<file path="src/rtl/hvac_zone_scheduler.sv">
// Heat-pump mode scheduler: majority vote across zones, anti-short-cycle timing, damper control.
// Optional run counter port `changeovers` is built when HVAC_SCHED_STATS_EN is defined.
module hvac_zone_scheduler #(
    parameter int NZONES  = 4,
    parameter int MIN_ON  = 8,
    parameter int MIN_OFF = 4,
    parameter int MAX_RUN = 32,
    parameter int CNT_W   = 8
) (
    input  logic              clk,
    input  logic              reset,
    input  logic [NZONES-1:0] heat_req,
    input  logic [NZONES-1:0] cool_req,
    output logic              heat_on,
    output logic              cool_on,
    output logic [NZONES-1:0] damper,
    output logic [NZONES-1:0] conflict
`ifdef HVAC_SCHED_STATS_EN
    ,
    output logic [15:0]       changeovers
`endif
);

    localparam int CW = $clog2(NZONES + 1);

    localparam logic [CNT_W-1:0] ON_LAST   = CNT_W'(MIN_ON - 1);
    localparam logic [CNT_W-1:0] OFF_LAST  = CNT_W'(MIN_OFF - 1);
    localparam logic [CNT_W-1:0] RUN_LAST  = CNT_W'(MAX_RUN - 1);
    localparam logic [CNT_W-1:0] TMR_SAT   = {CNT_W{1'b1}};

    typedef enum logic [1:0] {
        S_IDLE = 2'd0,
        S_HEAT = 2'd1,
        S_COOL = 2'd2,
        S_OFF  = 2'd3
    } state_t;

    function automatic logic [CW-1:0] popcount(input logic [NZONES-1:0] v);
        logic [CW-1:0] n;
        n = '0;
        for (int i = 0; i < NZONES; i++) begin
            n = n + CW'(v[i]);
        end
        return n;
    endfunction

    state_t            state_q;
    state_t            state_d;
    logic [CNT_W-1:0]  tmr_q;
    logic              last_heat_q;

    logic [NZONES-1:0] vh;
    logic [NZONES-1:0] vc;
    logic [CW-1:0]     hc;
    logic [CW-1:0]     cc;
    logic              exit_ok;
    logic              run_max;
    logic              entering;

    // Zones asserting both requests are dropped from voting and damper selection.
    assign vh = heat_req & ~cool_req;
    assign vc = cool_req & ~heat_req;
    assign hc = popcount(vh);
    assign cc = popcount(vc);

    assign exit_ok  = (tmr_q >= ON_LAST);
    assign run_max  = (tmr_q >= RUN_LAST);
    assign entering = (state_d != state_q);

    // NOTE: every signal assigned in always_comb gets a default first, so no path leaves it unassigned and no latch is inferred.
    always_comb begin
        state_d = state_q;
        case (state_q)
            S_IDLE: begin
                if (hc > cc) begin
                    state_d = S_HEAT;
                end else if (cc > hc) begin
                    state_d = S_COOL;
                end else if (hc != '0) begin
                    // Tie with live demand alternates relative to the previous run.
                    state_d = last_heat_q ? S_COOL : S_HEAT;
                end
            end
            S_HEAT: begin
                if (exit_ok && ((hc == '0) || ((cc != '0) && run_max))) begin
                    state_d = S_OFF;
                end
            end
            S_COOL: begin
                if (exit_ok && ((cc == '0) || ((hc != '0) && run_max))) begin
                    state_d = S_OFF;
                end
            end
            S_OFF: begin
                if (tmr_q == OFF_LAST) begin
                    state_d = S_IDLE;
                end
            end
            default: state_d = S_IDLE;
        endcase
    end

    // NOTE: sequential state uses non-blocking assignments so every register samples pre-edge values.
    always_ff @(posedge clk) begin
        if (reset) begin
            state_q     <= S_IDLE;
            tmr_q       <= '0;
            last_heat_q <= 1'b0;
        end else begin
            state_q <= state_d;
            if (entering) begin
                tmr_q <= '0;
            end else if ((state_q != S_IDLE) && (tmr_q != TMR_SAT)) begin
                tmr_q <= tmr_q + 1'b1;
            end
            if (entering && (state_d == S_HEAT)) begin
                last_heat_q <= 1'b1;
            end else if (entering && (state_d == S_COOL)) begin
                last_heat_q <= 1'b0;
            end
        end
    end

    // Outputs are registered from the current state, one cycle behind it.
    always_ff @(posedge clk) begin
        if (reset) begin
            heat_on  <= 1'b0;
            cool_on  <= 1'b0;
            damper   <= '0;
            conflict <= '0;
        end else begin
            heat_on  <= (state_q == S_HEAT);
            cool_on  <= (state_q == S_COOL);
            conflict <= heat_req & cool_req;
            case (state_q)
                S_HEAT:  damper <= vh;
                S_COOL:  damper <= vc;
                default: damper <= '0;
            endcase
        end
    end

`ifdef HVAC_SCHED_STATS_EN
    always_ff @(posedge clk) begin
        if (reset) begin
            changeovers <= '0;
        end else if (entering && ((state_d == S_HEAT) || (state_d == S_COOL))
                     && (changeovers != 16'hFFFF)) begin
            changeovers <= changeovers + 16'd1;
        end
    end
`endif

endmodule
</file>
<file path="config.mk">
export PLATFORM = sky130hd
export DESIGN_NAME = hvac_zone_scheduler
export DESIGN_NICKNAME = d
export VERILOG_FILES = /design/src/rtl/hvac_zone_scheduler.sv
export SDC_FILE = /design/constraint.sdc
export NUM_CORES = 1
export LEC_CHECK = 0
export ABC_CLOCK_PERIOD_IN_PS = 8200
export CAP_MARGIN = 15
export CORE_MARGIN = 2
export CORE_UTILIZATION = 57
export DETAILED_ROUTE_END_ITERATION = 8
export GPL_ROUTABILITY_DRIVEN = 0
export PLACE_DENSITY = 0.81
export SLEW_MARGIN = 20
export SYNTH_ARGS = -nofsm -noshare
export SYNTH_HDL_FRONTEND = slang
export SYNTH_SLANG_ARGS = --single-unit
</file>
<file path="constraint.sdc">
create_clock -name clk -period 8.2 [get_ports clk]
set_input_delay 1.64 -clock clk [delete_from_list [all_inputs] [get_ports clk]]
set_output_delay 1.64 -clock clk [all_outputs]
set_load 0.05 [all_outputs]
</file>
==> run metrics <==
CTS Root Cell clkbuf_4; synth unique cells 39; Clock Path Buffers 2; WL per Instance 15.25 um; crit path time final 4.814 ns; Area growth syn-to-layout 17.30%; Worst Path Arrival 5.00 ns; largest cells by area after synthesis dfxtp_1 32%, ha_1 12%, nor2b_1 5.3%; area of the multi-input gates 824.5 um2; die height 51.92 um; crit-path max FO 8; synthesized area 1309 um2; Sw Share between 40% and 50%; Pwr Total 0.3850 mW; setup TNS 0 ns; routed vias about 1100; Peak Freq 207.7 MHz; final cell count without fillers 193; Synth Register Bits 21; largest net degree at the start of global routing 13; grt ovf 0; Gate Count Post-Synth 147; fin crit share 58.71%; fin. max-slew vios 0; top_reg_cell synth dfxtp_1; Logic pwr share a little over half; largest area contributor in the netlist dfxtp_1; relative slew slack 55.14%; Avg Cell Area, Syn 8.903 um2; FF+latch area roughly 420 um2; RSZ-0062 raised after global routing no; dpl hpwl 2296 um; Synth Warn # 0; Pwr Density 250.8 nW/um2; Net Count, Synth ~170; initial antenna violation count 0; max cap viols 0; layout cells sized above 1 6.667%; CTS tree yes; # rows 17; Crit Path Class in2reg; clock skew 0.003381 ns; antenna viol nets, final 0; LEAKAGE 0.5800 nW; Ant. Diodes 0; Pre-antenna DRT Iters 4; die width 51.92 um; number of synthesized flops with an enable pin 0; setup ws final 3.386 ns; # H-tree levels 1; clk slew on worst S/H paths 0.12 ns; worst-margin pin slew ~0.67 ns; clock sink count 21; Place WS 3.120 ns; # IOs 20; register area share after synthesis 32.12%; design area 1535 um2; element type at the critical path end flip-flop; vias per inst 5.943; Post-synth ARST share 0%; post-synth top area share 32.12%; Worst Hold Class reg2reg; final setup violation count 0; Global Route Usage Sum 25.52%; Placed Area 1508 um2; P_sw 0.1760 mW; die area 2695 um2; Worst-Skew Late Latency 0.31 ns; maximum VDD drop 0.0001634 V; status finished, final reports clean; Num CTS Buffers 3; final WL slightly below 3000 um; first-pass GRT wire length 4988 um; postcts setup bufs 0; DRT iter0 DRCs 52; Initial Util about three fifths; Post-CTS Hold Buffers 0; Fill cells 174; vias in the first global route 1116; Core Area around 2200 um2; CP required approximately 8.4 ns; Internal 0.2090 mW; Nets between 150 and 200; clock network fraction of total power between 10% and 20%; post_cts resized 0; sequential power share roughly 33%; drt drc 0; final hold violations 0; placed cell count 189; Startpoint Class input port; Port Buffers 19
[through the flow]
step,utilization (%),hold WS [ns]
finish,70.07,0.5311
global route,70.07,0.5650
CTS,70.07,0.5321
detailed placement,68.82,0.5123
global placement,68.82,0.4974
floorplan,-,0.4650
[Yosys cell counts (2+ instances only)]
cell	instances
a22oi_1	4
nor3_1	11
o211ai_1	4
clkbuf_1	4
a31oi_1	2
nor2b_1	11
nand3_1	7
fa_1	2
ha_1	13
inv_1	10
and3_1	4
xnor2_1	5
xor2_1	2
nor2_1	10
a211oi_1	4
nand4_1	4
nand2_1	6
o21ai_0	3
dfxtp_1	21
[layout make-up]
type | count | share of cell area (%)
multi-input combinational | 111 | 53.71
sequential | 21 | 27.38
timing repair buffer | 19 | 12.39
inverter | 10 | 2.445
tap | 28 | 2.282
clock buffer | 3 | 1.467
clock inverter | 1 | 0.3260
[state kept, by name (all words and copies together) (netlist names)]
signal,cells
state_q,2
heat_on,1
cool_on,1
tmr_q,8
damper,4
conflict,4
last_heat_q,1
[worst paths after layout]
path,from,to,slack (ns),cells after the start
setup / recovery,heat_req[3],tmr_q[1],3.39,12
hold / removal,last_heat_q,last_heat_q,0.53,2
hold reg to reg,last_heat_q,last_heat_q,0.53,2
setup reg to reg,state_q[1],tmr_q[1],5.93,7
[logic make-up (layout without fill, tap and decap cells)]
family | Yosys count | in the layout | synth area share, %
buf+inv | 15 | 33 | 4.876
xor+xnor | 7 | 7 | 4.685
fa+ha+maj | 15 | 15 | 15.49
flops | 21 | 21 | 32.12
compound gates | 27 | 27 | 16.35
simple gates | 61 | 61 | 25.72
mux | 1 | 1 | 0.7648
[cells in the final DEF, fill, tap and decap left out, types with 2 or more instances in the layout]
cell type / netlist / final
a31oi_1: 2 / 2
clkbuf_4: 0 / 3
a211oi_1: 4 / 4
inv_1: 10 / 10
nand3_1: 7 / 7
nor3_1: 11 / 11
xnor2_1: 5 / 5
fa_1: 2 / 2
dfxtp_1: 21 / 21
o211ai_1: 4 / 4
nor2_1: 10 / 10
o21ai_0: 3 / 3
nand4_1: 4 / 4
xor2_1: 2 / 2
nor2b_1: 11 / 11
a22oi_1: 4 / 4
clkdlybuf4s50_1: 0 / 19
ha_1: 13 / 13
nand2_1: 6 / 6
and3_1: 4 / 4
[worst max-delay path: stages]
cell and delay (ns):
clkdlybuf4s50_1 0.50, nor2b_1 0.26, fa_1 0.45, ha_1 0.21, ha_1 0.32, inv_1 0.06
ha_1 0.32, nor2b_1 0.14, o21ai_0 0.22, a211oi_1 0.16, o311ai_2 0.59, nor3_1 0.13
[power groups by stage]
stage,logic (mW),clock network (mW),registers [mW]
finish,0.207,0.0508,0.127
global route,0.227,0.0573,0.129
CTS,0.204,0.0529,0.127
detailed placement,0.203,0,0.130
global placement,0.196,0,0.128
floorplan,0.152,0,0.141
[metal layers]
layer	wire, um	GRT usage [%]	share of wire (%)	vias to the layer above
li1	-	-	-	563
met1	1294	29.78	44	533
met2	1423	44.51	48	40
met3	131	4.023	4.5	11
met4	94	13.16	3.2	0
met5	0	0	0	-
No activity file was read; power rests on OpenSTA's default activity.
